[src/rtl/mandel_iter_engine.sv]
// Fixed-point Mandelbrot iteration engine: z <- z^2 + c at one iteration per clock, start/busy/done handshake.
// Optional Julia mode (julia, in_sel_c ports and jx/jy constants) is built when MANDEL_JULIA_EN is defined.

module mandel_iter_engine #(
    parameter int INT_BITS  = 2,
    parameter int FRAC_BITS = 12,
    parameter int ITER_BITS = 7
) (
    input  logic                          clk,
    input  logic                          rst,
    input  logic [INT_BITS+FRAC_BITS-1:0] in_value,
    input  logic                          in_sel_x,
    input  logic                          in_en,
    input  logic                          start,
    input  logic [ITER_BITS-1:0]          max_iter,
`ifdef MANDEL_JULIA_EN
    input  logic                          julia,
    input  logic                          in_sel_c,
`endif
    output logic                          busy,
    output logic                          done,
    output logic                          escaped,
    output logic [ITER_BITS-1:0]          iter
);

    localparam int W  = INT_BITS + FRAC_BITS;
    localparam int ZW = W + 2;
    localparam int PW = 2 * ZW;
    localparam logic signed [PW:0] MAG_LIMIT = (PW + 1)'(4) <<< FRAC_BITS;

    typedef enum logic [1:0] {S_IDLE, S_ITER, S_DONE} state_t;

    state_t                state;
    logic signed [ZW-1:0]  cx, cy, zx, zy;
    logic signed [ZW-1:0]  cx_nxt, cy_nxt, add_x, add_y, z0x, z0y;
    logic [ITER_BITS-1:0]  max_lat;
    logic signed [ZW-1:0]  in_ext;
    logic                  load_ok, load_c;

    logic signed [PW-1:0]  zx_w, zy_w, sq_x, sq_y, xy_prod;
    logic signed [PW:0]    xy2, mag;
    logic signed [ZW-1:0]  zx_upd, zy_upd;

    assign in_ext  = $signed({{(ZW - W){in_value[W-1]}}, in_value});
    assign load_ok = in_en && (state != S_ITER);

`ifdef MANDEL_JULIA_EN
    logic signed [ZW-1:0] jx, jy, jx_nxt, jy_nxt;
    logic                 julia_mode, load_j;

    assign load_c = load_ok && !in_sel_c;
    assign load_j = load_ok && in_sel_c;
    assign add_x  = julia_mode ? jx : cx;
    assign add_y  = julia_mode ? jy : cy;
    // Julia runs seed z with the stored point, including a load issued alongside start.
    assign z0x    = julia ? cx_nxt : '0;
    assign z0y    = julia ? cy_nxt : '0;

    always_comb begin
        jx_nxt = jx;
        jy_nxt = jy;
        if (load_j) begin
            if (in_sel_x) jx_nxt = in_ext;
            else          jy_nxt = in_ext;
        end
    end
`else
    assign load_c = load_ok;
    assign add_x  = cx;
    assign add_y  = cy;
    assign z0x    = '0;
    assign z0y    = '0;
`endif

    // NOTE: every combinational output gets a default first so no latch is inferred.
    always_comb begin
        cx_nxt = cx;
        cy_nxt = cy;
        if (load_c) begin
            if (in_sel_x) cx_nxt = in_ext;
            else          cy_nxt = in_ext;
        end
    end

    // Exact double-width products, floored back to FRAC_BITS; escape is tested before z is updated.
    assign zx_w    = PW'(zx);
    assign zy_w    = PW'(zy);
    assign sq_x    = (zx_w * zx_w) >>> FRAC_BITS;
    assign sq_y    = (zy_w * zy_w) >>> FRAC_BITS;
    assign xy_prod = zx_w * zy_w;
    assign xy2     = $signed({xy_prod, 1'b0});
    assign mag     = (PW + 1)'(sq_x) + (PW + 1)'(sq_y);
    assign zx_upd  = ZW'(sq_x - sq_y + PW'(add_x));
    assign zy_upd  = ZW'((xy2 >>> FRAC_BITS) + (PW + 1)'(add_y));

    // NOTE: state registers use non-blocking assignments so all updates see pre-edge values.
    always_ff @(posedge clk or posedge rst) begin
        if (rst) begin
            // NOTE: every register here is reset, including the stored point; there is no memory array.
            state   <= S_IDLE;
            cx      <= '0;
            cy      <= '0;
            zx      <= '0;
            zy      <= '0;
            max_lat <= '0;
            iter    <= '0;
            escaped <= 1'b0;
            busy    <= 1'b0;
            done    <= 1'b0;
`ifdef MANDEL_JULIA_EN
            jx         <= '0;
            jy         <= '0;
            julia_mode <= 1'b0;
`endif
        end else begin
            done <= 1'b0;
            cx   <= cx_nxt;
            cy   <= cy_nxt;
`ifdef MANDEL_JULIA_EN
            jx <= jx_nxt;
            jy <= jy_nxt;
`endif
            case (state)
                S_IDLE: begin
                    if (start) begin
                        zx      <= z0x;
                        zy      <= z0y;
                        iter    <= '0;
                        escaped <= 1'b0;
                        max_lat <= max_iter;
                        busy    <= 1'b1;
                        state   <= S_ITER;
`ifdef MANDEL_JULIA_EN
                        julia_mode <= julia;
`endif
                    end
                end
                S_ITER: begin
                    if (mag >= MAG_LIMIT) begin
                        escaped <= 1'b1;
                        busy    <= 1'b0;
                        state   <= S_DONE;
                    end else if (iter == max_lat) begin
                        busy  <= 1'b0;
                        state <= S_DONE;
                    end else begin
                        zx   <= zx_upd;
                        zy   <= zy_upd;
                        iter <= iter + ITER_BITS'(1);
                    end
                end
                S_DONE: begin
                    done  <= 1'b1;
                    state <= S_IDLE;
                end
                default: state <= S_IDLE;
            endcase
        end
    end

endmodule

[config.mk]
export PLATFORM = sky130hd
export DESIGN_NAME = mandel_iter_engine
export DESIGN_NICKNAME = d
export VERILOG_FILES = /design/src/rtl/mandel_iter_engine.sv
export SDC_FILE = /design/constraint.sdc
export NUM_CORES = 2
export LEC_CHECK = 0
export CAP_MARGIN = 20
export CORE_MARGIN = 2
export CORE_UTILIZATION = 42
export DETAILED_ROUTE_END_ITERATION = 8
export PLACE_DENSITY = 0.67
export SYNTH_ARGS = -nofsm -noshare
export SYNTH_HDL_FRONTEND = slang
export SYNTH_SLANG_ARGS = --single-unit
[constraint.sdc]
create_clock -name clk -period 26.3 [get_ports clk]
set_input_delay 7.89 -clock clk [delete_from_list [all_inputs] [get_ports clk]]
set_output_delay 7.89 -clock clk [all_outputs]
set_load 0.05 [all_outputs]
* Yosys cells after proc, flatten, opt, wreduce, memory -nomap -nowiden *
Cells that the tools add are included.

storage, ports and cells
  bits in registers = 79
  input bits = 26

operators by class
  add/sub/neg operators = 5
  multipliers = 3
  magnitude comparators = 1
  equal/unequal tests = 9
  mux-type cells = 23
  bitwise gates (word level) = 1
  reductions and logical operators = 10

operator list
  operator                                                                 count
  16-bit 2-to-1 mux                                                        5
  16-bit by 16-bit multiplier with 32-bit output                           2
  16-bit one-hot mux with 2 select lines                                   2
  16-bit by 14-bit adder with 16-bit output                                2
  16-bit by 16-bit multiplier with 27-bit output                           1
  20-bit by 20-bit adder with 21-bit output                                1
  21-bit by 16-bit >= comparator with 1-bit output, second input constant  1
  7-bit 2-to-1 mux                                                         3
  16-bit subtractor                                                        1
  7-bit one-hot mux with 2 select lines                                    1
  2-bit inequality test, second input constant                             4
  2-bit AND reduction                                                      4
  7-bit by 1-bit adder with 7-bit output, second input constant            1
  7-bit equality test                                                      1
  1-bit 2-to-1 mux                                                         6
  2-bit 2-to-1 mux                                                         3
  3-bit AND reduction                                                      2
  1-bit one-hot mux with 2 select lines                                    2
  2-bit one-hot mux with 2 select lines                                    1
  4-bit AND reduction                                                      1
  3-bit inequality test, second input constant                             1
  2-bit by 1-bit equality test with 1-bit output, second input constant    1
  2-bit equality test, second input constant                               1
  2-bit logical NOT                                                        1
  4 further kinds                                                          4

* Depth between registers and ports, before layout *
  depth after elaboration = 6
  mapped depth = 41
  gate-level depth less buffers = 39

* Worst setup path after synthesis *
Ideal clock, no wire load.

  kind = input to register
  from = input in_en
  to = register cy[0] (netlist: add_y[0])
  arrival time = 8918 ps
  data required time = 26175 ps
  setup slack = 17257 ps
  stages on the path = 4
  path buffers = 1
  cell sequence = nand2_1 -> nor2_1 -> clkbuf_1 -> mux2_2

on the way
  cells in the longest elaborated chain, start to end = 2

RTL lines
  item                                  RTL line  text
  start: declaration                    13        input logic in_en,
  1-bit logical AND                     45        assign load_ok = in_en && (state != S_ITER);
  2-bit AND reduction (no source line)  --
  end signal: assignment                118       cy <= cy_nxt;
  end: declaration                      34        logic signed [ZW-1:0] cx, cy, zx, zy;

No other way between the ends.
A chain may end at the register's enable or synchronous reset.

* Worst setup path after layout *
  from = register zy[7]
  to = register zy[3]

on the way
  cells in the longest elaborated chain, start to end = 5
  elaborated cells between the ends (all ways) = 10
  those cells by class = add/sub (2); mul (2); order compare (1); eq/ne (1); mux (3); reduce/logical (1)

RTL lines
  item                                                                                                                     RTL line  text
  start: declaration                                                                                                       34
  start signal: assignment                                                                                                 127       zy <= z0y;
  start signal: assignment                                                                                                 148       zy <= zy_upd;
  16-bit by 16-bit multiplier with 32-bit output / 16-bit by 16-bit multiplier with 27-bit output (equally long branches)  89, 90
  20-bit by 20-bit adder with 21-bit output / 16-bit by 14-bit adder with 16-bit output (equally long branches)            92, 94
  21-bit by 16-bit >= comparator with 1-bit output / 16-bit 2-to-1 mux (equally long branches)                             139, 143
  2-bit inequality test (no source line) / 16-bit 2-to-1 mux (equally long branches)                                       --
  4-bit AND reduction (no source line) / 16-bit one-hot mux with 2 select lines (equally long branches)                    --

Several ways; a longest one is shown, not always the timed one. The select of a mux whose other input is x is not followed.

==> run metrics <==
status=finished, final reports clean; TritonCTS clock tree=built; RSZ-0062 raised after global routing=false; compound-cell area share of the yosys netlist=approximately 6.3%; Initial Utilization=between 40% and 50%; Power Density=roughly 7.8 nW/um2; Critical Path End=zy[3]$_DFFE_PP0P_; reg2reg path depth=34; syn avg cell area=9.148 um2; worst vdd rail ir drop=around 30 uV; Worst Path Arrival=roughly 11000 ps; Crit path required time=approximately 27000 ps; vias in the first global route=about 23000; Worst R2R End=zy[3]$_DFFE_PP0P_; Post-CTS Hold Buffers=0; Final Hold Vio Count=0; Critical Path Slowest Stage Cell=dfrtp_1; pre-CTS WS=15850 ps; Antenna Nets Post-Route=0; largest net degree at the start of global routing=63; Die ar.=~76000 um2; Fin Setup TNS=0 ps; reg2reg start=zy[7]$_DFFE_PP0P_; Synth Flop Type=dfrtp_1; ant diodes=0; Setup Buffers After CTS=0; Seq. cell area=between 1500 and 2000 um2; DR WL/cell=~17 um; core area=roughly 73000 um2; WS Path Type=register to register; clk_lat worst skew=360 ps; Power Total=254.8 uW; count of flip-flops with a built-in enable after synthesis=0; post-synth top area share=a little under half; CP Capture Type=register; crit-path max FO=62; flop2flop setup slack=roughly 16000 ps; Post-Route WL=roughly 72000 um; height of the die=approximately 280 um; Post-Syn Area=around 31000 um2; cell row count=around 100; IO Pins=36; Via-to-Cell Ratio=~5.0; CP max stage delay=1000 ps; critical path startpoint=zy[7]$_DFFE_PP0P_; Synth-to-Final Area Change=5.443%; Final WS setup=15580 ps; DRC=0; CP startpoint kind=register; nets=4373; Peak Freq=approximately 93 MHz; fill cell count=7068; YS warnings=0; mux cell area share after synthesis=under 10%; Die X=around 280 um; TritonRoute pass-1 iters=5; Clock Skews=around 10 ps; Hold Worst Slack=around 510 ps; fin. max-slew vios=0; area of the multi-input gates=between 20000 and 25000 um2; placed cell count=around 4300; top post-synthesis cells by area=fa_1 (46%), ha_1 (12%), inv_1 (12%), dfrtp_1 (6.4%), nand2_1 (3.9%); Netlist cell types=68; global-route wire length before repair=around 120000 um; Final setup viols=0; GRT Residual Overflow=0; slew at the pin closest to its max-slew limit=between 1000 and 1500 ps; final core occ=44.71%; H-tree depth=3; Via Count=approximately 22000; Post-Synth Simple-Gate Area=11.23%; period utilisation layout=40.76%; syn nets=4409; main combinational cell family by area after synthesis=adder cells; post-cts sizing count=0; Synth Area in XOR/XNOR=~3.8%; clk slew on worst S/H paths=approximately 70 ps; fin area=32620 um2; Async S/R FF share, synth=between 90% and 100%; adder-cell share of the synthesized area=~58%; Root Driver=clkbuf_16; overall routing resource usage=20.42%; cell count after synthesis=roughly 3400; DR iter-0 viols=roughly 1300; DP HPWL=about 57000 um; PortBufs=35; Num CTS Buffers=9; LEAKAGE=about 17 nW; RePlAce Congestion=approximately 0.9; layout cells sized above 1=between 3 and 4%; CTS Sinks=79; fin crit period=about 11000 ps; worst hold-check path type=register to register; non-filler cells, final=approximately 4300; Slew headroom=23.62%; Clock Path Buffers=2; initial antenna violation count=1; sequential area share after synthesis=between 6 and 7%; leading area contributor after synthesis=fa_1; Placed Area=approximately 32000 um2; #FFs+latches synth=a little under 80; maxcap violations=0
==> cells in the mapped netlist, drive strengths merged (3+ instances only) <==
| cell type | instances |
|---|---|
| clkbuf | 107 |
| o211a | 3 |
| a31oi | 6 |
| dfrtp | 79 |
| o211ai | 8 |
| nand2b | 21 |
| nor3 | 22 |
| a21boi | 8 |
| nor2 | 145 |
| a21o | 29 |
| a2111oi | 4 |
| mux2 | 36 |
| maj3 | 4 |
| a31o | 7 |
| a22o | 4 |
| ha | 297 |
| o22ai | 3 |
| nor2b | 13 |
| a211o | 3 |
| a211oi | 11 |
| o2111ai | 3 |
| o21a | 22 |
| or2 | 9 |
| fa | 704 |
| buf | 13 |
| nand4 | 9 |
| nor4 | 3 |
| xor2 | 33 |
| nand2 | 321 |
| o21ai | 71 |
| and2 | 136 |
| clkinv | 10 |
| inv | 954 |
| mux2i | 4 |
| xnor2 | 99 |
| nand3 | 50 |
| or4 | 4 |
| o31ai | 11 |
| a21oi | 64 |
| and3 | 13 |
| o21bai | 12 |
==> power breakdown <==
part	internal [mW]	switching [mW]	total (mW)
clock network	0.0658	0.0600	0.126
registers	0.121	0	0.121
logic	0.00343	0.00418	0.00762
total	0.191	0.0642	0.255
==> metal layers <==
layer | GRT usage [%] | wire [um] | vias to the layer above
li1 | - | - | 9936
met1 | 27.90 | 30850 | 10950
met2 | 33.80 | 34240 | 590
met3 | 3.836 | 4940 | 91
met4 | 4.580 | 1876 | 2
met5 | 0 | 15 | -
==> flip-flops by register name, indices dropped and copies added, names as in the netlist, 2 cells and up <==
signal / cells
zy: 16
max_lat: 7
state: 2
iter: 7
add_x: 14
add_y: 14
zx: 16
==> how the worst min path moves through the flow <==
stage                         start                   end  slack [ps]  cells after the start
2_1_floorplan  state[0]$_DFFE_PP0P_        done$_DFF_PP0_         440                      1
4_1_cts            busy$_DFFE_PP0P_      busy$_DFFE_PP0P_         510                      1
6_report       state[0]$_DFFE_PP0P_        done$_DFF_PP0_         510                      1
5_1_grt        add_x[9]$_DFFE_PP0P_  add_x[9]$_DFFE_PP0P_         530                      1
3_3_place_gp      zy[6]$_DFFE_PP0P_     zy[6]$_DFFE_PP0P_         480                      2
3_5_place_dp       busy$_DFFE_PP0P_      busy$_DFFE_PP0P_         490                      1
==> worst max-delay path: cells and delay by family (launching register included) <==
kind | cells | cell delay, ps
AOI/OAI and AO/OA | 13 | 2610
adders and majority gates | 8 | 3660
buffers and inverters | 5 | 970
DFF | 1 | 1000
and+or+nand+nor | 8 | 2280
==> cell type report <==
type	count	area share, %
Inverter	964	11.10
Clock inverter	7	0.1994
Tap cell	959	3.678
Sequential cell	79	6.060
Multi-Input combinational cell	2219	76.33
Timing Repair Buffer	73	1.948
Clock buffer	9	0.6904
==> kinds of logic (layout without fill, tap and decap cells) <==
logic type	Yosys count	count (layout)
AO/OA/AOI/OAI	289	289
AND/OR/NAND/NOR	753	753
flip-flops	79	79
adder cells (fa/ha/maj)	1005	1005
buffers and inverters	1084	1053
XOR/XNOR	132	132
multiplexers	40	40
==> cells in the final DEF, fill, tap and decap left out, types with 12 or more instances in the layout <==
cell type	instances
nand2_1	320
a21oi_1	64
fa_1	704
nor3_1	22
and3_1	13
inv_1	953
o21bai_1	12
a21o_1	29
xor2_1	33
nand2b_1	21
nand3_1	50
mux2_2	36
dfrtp_1	79
nor2b_1	13
and2_1	136
nor2_1	145
ha_1	297
buf_4	38
xnor2_1	98
clkdlybuf4s50_1	35
o21a_1	22
o21ai_0	69
No activity file was read; power rests on OpenSTA's default activity.
